--- config.mk ---
export PLATFORM = sky130hd
export DESIGN_NAME = pc_sequencer
export DESIGN_NICKNAME = d
export VERILOG_FILES = /design/src/rtl/pc_sequencer.sv
export SDC_FILE = /design/constraint.sdc
export NUM_CORES = 1
export LEC_CHECK = 0
export BUFFER_PORTS_ARGS = -buffer_cell sky130_fd_sc_hd__buf_2
export CAP_MARGIN = 20
export CELL_PAD_IN_SITES_DETAIL_PLACEMENT = 2
export CELL_PAD_IN_SITES_GLOBAL_PLACEMENT = 2
export CORE_ASPECT_RATIO = 0.75
export CORE_MARGIN = 2
export CORE_UTILIZATION = 27
export CTS_BUF_LIST = sky130_fd_sc_hd__clkbuf_8
export DETAILED_ROUTE_END_ITERATION = 10
export PLACE_DENSITY_LB_ADDON = 0.1
export SYNTH_ARGS = -nofsm -noshare
export SYNTH_HDL_FRONTEND = slang
export SYNTH_SLANG_ARGS = --single-unit
--- constraint.sdc ---
create_clock -name i_clock -period 3.21 [get_ports i_clock]
set_input_delay 0.4815 -clock i_clock [delete_from_list [all_inputs] [get_ports i_clock]]
set_output_delay 0.4815 -clock i_clock [all_outputs]
set_load 0.005 [all_outputs]
--- src/rtl/pc_sequencer.sv ---
// pc_sequencer: fetch-stage program counter with next-PC selection
// (sequential / jump / jump-register / branch), stall and halt handling,
// a continuous/step run-control FSM and a saturating cycle counter.
module pc_sequencer #(
    parameter int                NB_PC    = 32,
    parameter int                NB_ADDR  = 26,
    parameter int                NB_CNT   = 32,
    parameter logic [NB_PC-1:0]  RESET_PC = '0
) (
    input  logic                 i_clock,
    input  logic                 i_reset,
    input  logic                 i_mode,
    input  logic                 i_start,
    input  logic                 i_step,
    input  logic                 i_stall,
    input  logic                 i_jump,
    input  logic [NB_ADDR-1:0]   i_jump_index,
    input  logic                 i_jr,
    input  logic [NB_PC-1:0]     i_jr_addr,
    input  logic                 i_branch,
    input  logic [NB_PC-1:0]     i_branch_base,
    input  logic [NB_PC-1:0]     i_branch_offset,
    input  logic                 i_halt,
    output logic [NB_PC-1:0]     o_pc,
    output logic [NB_PC-1:0]     o_pc_plus1,
    output logic                 o_valid,
    output logic [1:0]           o_state,
    output logic [NB_CNT-1:0]    o_cycle_count
);

    localparam logic [NB_PC-1:0]  PC_ONE  = NB_PC'(1);
    localparam logic [NB_CNT-1:0] CNT_ONE = NB_CNT'(1);

    typedef enum logic [1:0] {
        ST_IDLE   = 2'd0,
        ST_RUN    = 2'd1,
        ST_STEP   = 2'd2,
        ST_HALTED = 2'd3
    } state_t;

    state_t             state_q;
    state_t             state_d;
    logic [NB_PC-1:0]   pc_q;
    logic [NB_PC-1:0]   pc_d;
    logic [NB_CNT-1:0]  cnt_q;
    logic [NB_CNT-1:0]  cnt_d;
    logic               valid;
    logic               advance;
    logic [NB_PC-1:0]   pc_plus1;
    logic [NB_PC-1:0]   jump_target;
    logic [NB_PC-1:0]   branch_target;

    // Candidate next-PC values; the jump keeps the upper region of PC+1.
    always_comb begin
        pc_plus1      = pc_q + PC_ONE;
        jump_target   = {pc_plus1[NB_PC-1:NB_ADDR], i_jump_index};
        branch_target = i_branch_base + i_branch_offset;
    end

    // Run control, fetch gating and next-PC priority selection.
    always_comb begin
        state_d = state_q;
        pc_d    = pc_q;
        cnt_d   = cnt_q;
        valid   = (state_q == ST_RUN) || ((state_q == ST_STEP) && i_step);
        advance = valid && !i_stall;

        case (state_q)
            ST_IDLE: begin
                if (i_start) begin
                    state_d = i_mode ? ST_STEP : ST_RUN;
                end
            end
            ST_RUN, ST_STEP: begin
                if (advance && i_halt) begin
                    state_d = ST_HALTED;
                end
            end
            default: begin
                state_d = state_q;
            end
        endcase

        if (advance && !i_halt) begin
            if (i_jr) begin
                pc_d = i_jr_addr;
            end else if (i_jump) begin
                pc_d = jump_target;
            end else if (i_branch) begin
                pc_d = branch_target;
            end else begin
                pc_d = pc_plus1;
            end
        end

        if (valid && (cnt_q != '1)) begin
            cnt_d = cnt_q + CNT_ONE;
        end
    end

    // State, PC and counter registers; reset wins over everything.
    always_ff @(posedge i_clock) begin
        if (i_reset) begin
            state_q <= ST_IDLE;
            pc_q    <= RESET_PC;
            cnt_q   <= '0;
        end else begin
            state_q <= state_d;
            pc_q    <= pc_d;
            cnt_q   <= cnt_d;
        end
    end

    assign o_pc          = pc_q;
    assign o_pc_plus1    = pc_plus1;
    assign o_valid       = valid;
    assign o_state       = state_q;
    assign o_cycle_count = cnt_q;

endmodule

==> results.sh <==
export IMPL_run_status="completed"
export IMPL_drive_gt1_share_pct=29.7
export IMPL_hold_start="i_jump_index[12]"
export IMPL_setup_worst_path_end_class="output pin"
export IMPL_setup_buffers_after_cts=0
export IMPL_dp_slack_ns=-0.165
export IMPL_finalSetupTns_ns=0
export IMPL_yosys_warnings=0
export IMPL_post_cts_hold_buffer_count=0
export IMPL_globalRouteOverflowTotal=0
export IMPL_nets=1179
export IMPL_fin_ws_ns=0.102
export IMPL_netlist_top_cell_by_area="dfxtp_1"
export IMPL_reg2reg_from="o_pc[0]$_SDFFE_PP0P_"
export IMPL_timing_critical_path_depth=7
export IMPL_ys_async_sr_fraction_pct=0
export IMPL_r2r_slack_ns=0.39
export IMPL_crit_required_ns=2.73
export IMPL_synth_edf_count=0
export IMPL_power_density_nw_per_um2=378
export IMPL_critPathLaunchType="flop"
export IMPL_port_buffers=230
export IMPL_max_slew_margin_pct=46.6
export IMPL_final_setup_viol_count=0
export IMPL_multi_input_comb_area_sq_um=4330
export IMPL_power_leakage_nw=3.55
export IMPL_tritoncts="done"
export IMPL_ctsLongestPathBuffers=2
export IMPL_share_of_the_clock_period_used_by_the_worst_path_pct=96.8
export IMPL_tritoncts_num_sinks=66
export IMPL_critical_path_class="reg2out"
export IMPL_worstHoldPathCells=3
export IMPL_timing_final_hold_violations=0
export IMPL_worst_ir_drop_vdd_uv=167
export IMPL_ys_top_cells_by_area="dfxtp_1 23%, ha_1 7.7%, xor2_1 5.5%"
export IMPL_timing_critical_path_fanout_max=6
export IMPL_hold_path_end="o_pc[12]$_SDFFE_PP0P_"
export IMPL_dieHeight_um=131
export IMPL_cp_slowest_stage_delay_ns=0.46
export IMPL_root_buffer="clkbuf_8"
export IMPL_route_detailed_wl_per_inst_um=21.6
export IMPL_initial_antenna_violation_count=2
export IMPL_critPathBufInv=1
export IMPL_dr_pass1_iters=5
export IMPL_detailroute_via_count=7082
export IMPL_layout_area_overhead_vs_synth_pct=31.3
export IMPL_worst_skew_pair_late_latency_ns=0.37
export IMPL_fin_worst_skew_ns=0.00782
export IMPL_initial_utilization_pct=27.6
export IMPL_cell_type_of_the_slowest_stage_on_the_worst_timing_path="dfxtp_1"
export IMPL_clock_fmax_ghz=0.322
export IMPL_yosysTopAreaCellShare_pct=22.6
export IMPL_timing_hold_worst_class="in2reg"
export IMPL_placed_wire_length_estimate_after_detailed_placement_um=22400
export IMPL_std_cell_rows=46
export IMPL_cap_violations=0
export IMPL_worstPathCellList="ha_1 -> and3_1 -> nand4_1 -> or2_4 -> nor3_2 -> xor2_1 -> buf_2"
export IMPL_post_synth_instance_area_sq_um=5840
export IMPL_largest_delay_contributor_family_on_the_critical_path="simple AND/OR/NAND/NOR gates"
export IMPL_floorplan_io_pins=231
export IMPL_tightest_slew_ns=0.798
export IMPL_wl_um=28200
export IMPL_grt_max_degree=45
export IMPL_number_of_design_rule_violations_left_by_the_first_detailed_router_iteration=404
export IMPL_syn_nets=939
export IMPL_synth_top_flop_cell="dfxtp_1"
export IMPL_yosysUniqueCellTypes=74
export IMPL_synth_seq_area_share_pct=22.6
export IMPL_gp_routability_congestion=0.880
export IMPL_layout_commonest_cell="buf_2"
export IMPL_worst_ep_arrival_time_ns=2.63
export IMPL_cts_reportedPaths_clkPinSlew_ns=0.09
export IMPL_vias_per_cell=5.43
export IMPL_die_width_um=174
export IMPL_tritoncts_num_buffers=9
export IMPL_ys_ff_latch=66
export IMPL_fillers=2593
export IMPL_synthesis_area_per_instance_sq_um=7.59
export IMPL_core_area_sq_um=21200
export IMPL_grt_pass1_wl_um=44200
export IMPL_worstRegToRegCells=9
export IMPL_grt_total_usage_pct=24.7
export IMPL_drc=0
export IMPL_die_area_sq_um=22900
export IMPL_unrepaired_setup_endpoints_after_global_routing="no"
export IMPL_seqCellArea_sq_um=1320
export IMPL_worstReg2RegEnd="o_pc[18]$_SDFFE_PP0P_"
export IMPL_grt_pass1_vias=7639
export IMPL_htree_num_levels=3
export IMPL_timing_max_transition_violations_final=0
export IMPL_most_common_layout_cells="230 x buf_2, 75 x nor2_1, 66 x dfxtp_1, 65 x nand2_1, 54 x a21oi_1"
export IMPL_synthesis_instances=770
export IMPL_final_period_minus_worst_setup_slack_ns=3.11
export IMPL_postRouteAntennaNets=0
-- worst max path at each step --
stage | startpoint | to | slack (ns)
after CTS | o_pc[0]$_SDFFE_PP0P_ | o_pc_plus1[18] | 0.05
after floorplan | i_branch_base[0] | o_pc[10]$_SDFFE_PP0P_ | 0.27
after global placement | i_branch_base[0] | o_pc[16]$_SDFFE_PP0P_ | -0.07
final | o_pc[0]$_SDFFE_PP0P_ | o_pc_plus1[18] | 0.10
after detailed placement | i_branch_base[0] | o_pc[10]$_SDFFE_PP0P_ | -0.17
after global routing | o_pc[0]$_SDFFE_PP0P_ | o_pc_plus1[18] | 0.02
-- power by group --
part           leakage [nW]  internal, W  switching (W)
clock network         0.100     0.000366       0.000415
logic                  2.91     0.000474       0.000656
registers             0.534     0.000885       0.000100
total                  3.55      0.00173        0.00117
-- what timing repair did --
item / in CTS / in global routing
setup endpoints to repair: 1 / 1
resized for setup: 1 / 1
hold endpoints to repair: 0 / 0
-- area by class of cell --
| type | count | area share [%] |
|---|---|---|
| Tap cell | 288 | 4.70 |
| Inverter | 20 | 0.978 |
| Clock buffer | 9 | 1.61 |
| Antenna cell | 1 | 0.0326 |
| Sequential cell | 66 | 17.2 |
| Timing Repair Buffer | 261 | 18.0 |
| Multi-Input combinational cell | 652 | 56.4 |
| Clock inverter | 7 | 1.01 |
-- synthesized netlist by cell type, drive strengths merged (25+ instances only) --
cell type,instances
and3,25
clkbuf,25
ha,36
xor2,38
a21oi,56
dfxtp,66
xnor2,30
nor2,75
nand2,65
o21ai,56
nand3,37
nand4,25
-- logic make-up (layout without fill, tap and decap cells) --
kind of cell	after synthesis	in the layout	synth area share, %
AND/OR/NAND/NOR	301	301	26.5
AO/OA/AOI/OAI	237	237	27.4
XOR/XNOR	68	68	10.3
flip-flops	66	66	22.6
buffers and inverters	52	297	3.53
adder cells (fa/ha/maj)	37	37	8.05
multiplexers	9	9	1.61
other	0	1	0
-- per-stage QoR --
step	utilization (%)	instances	total power [W]	hold slack, ns	instance area (sq um)
2_1_floorplan	-	770	0.00160	0.491	5840
3_3_place_gp	35.2	1287	0.00211	0.515	7460
3_5_place_dp	35.2	1287	0.00213	0.527	7460
4_1_cts	36.2	1303	0.00293	0.394	7670
5_1_grt	36.2	1304	0.00309	0.410	7670
6_report	36.2	1304	0.00290	0.422	7670
-- sequential cells by signal, summed over array words and instances (netlist names) --
name	cells
o_state	2
o_pc	32
o_cycle_count	32
-- tightest hold or removal path, cell delays in order --
cell and delay (ns):
buf_2 0.08, o2bb2ai_1 0.06, o22ai_1 0.14
-- per-layer routing --
metal / part of all wire [%] / global-route usage, %
met5: 0.036 / 0
met1: 49 / 34.3
met4: 1.2 / 4.86
met2: 44 / 39.3
met3: 5.7 / 5.30
Power figures use the tool's default switching activity.
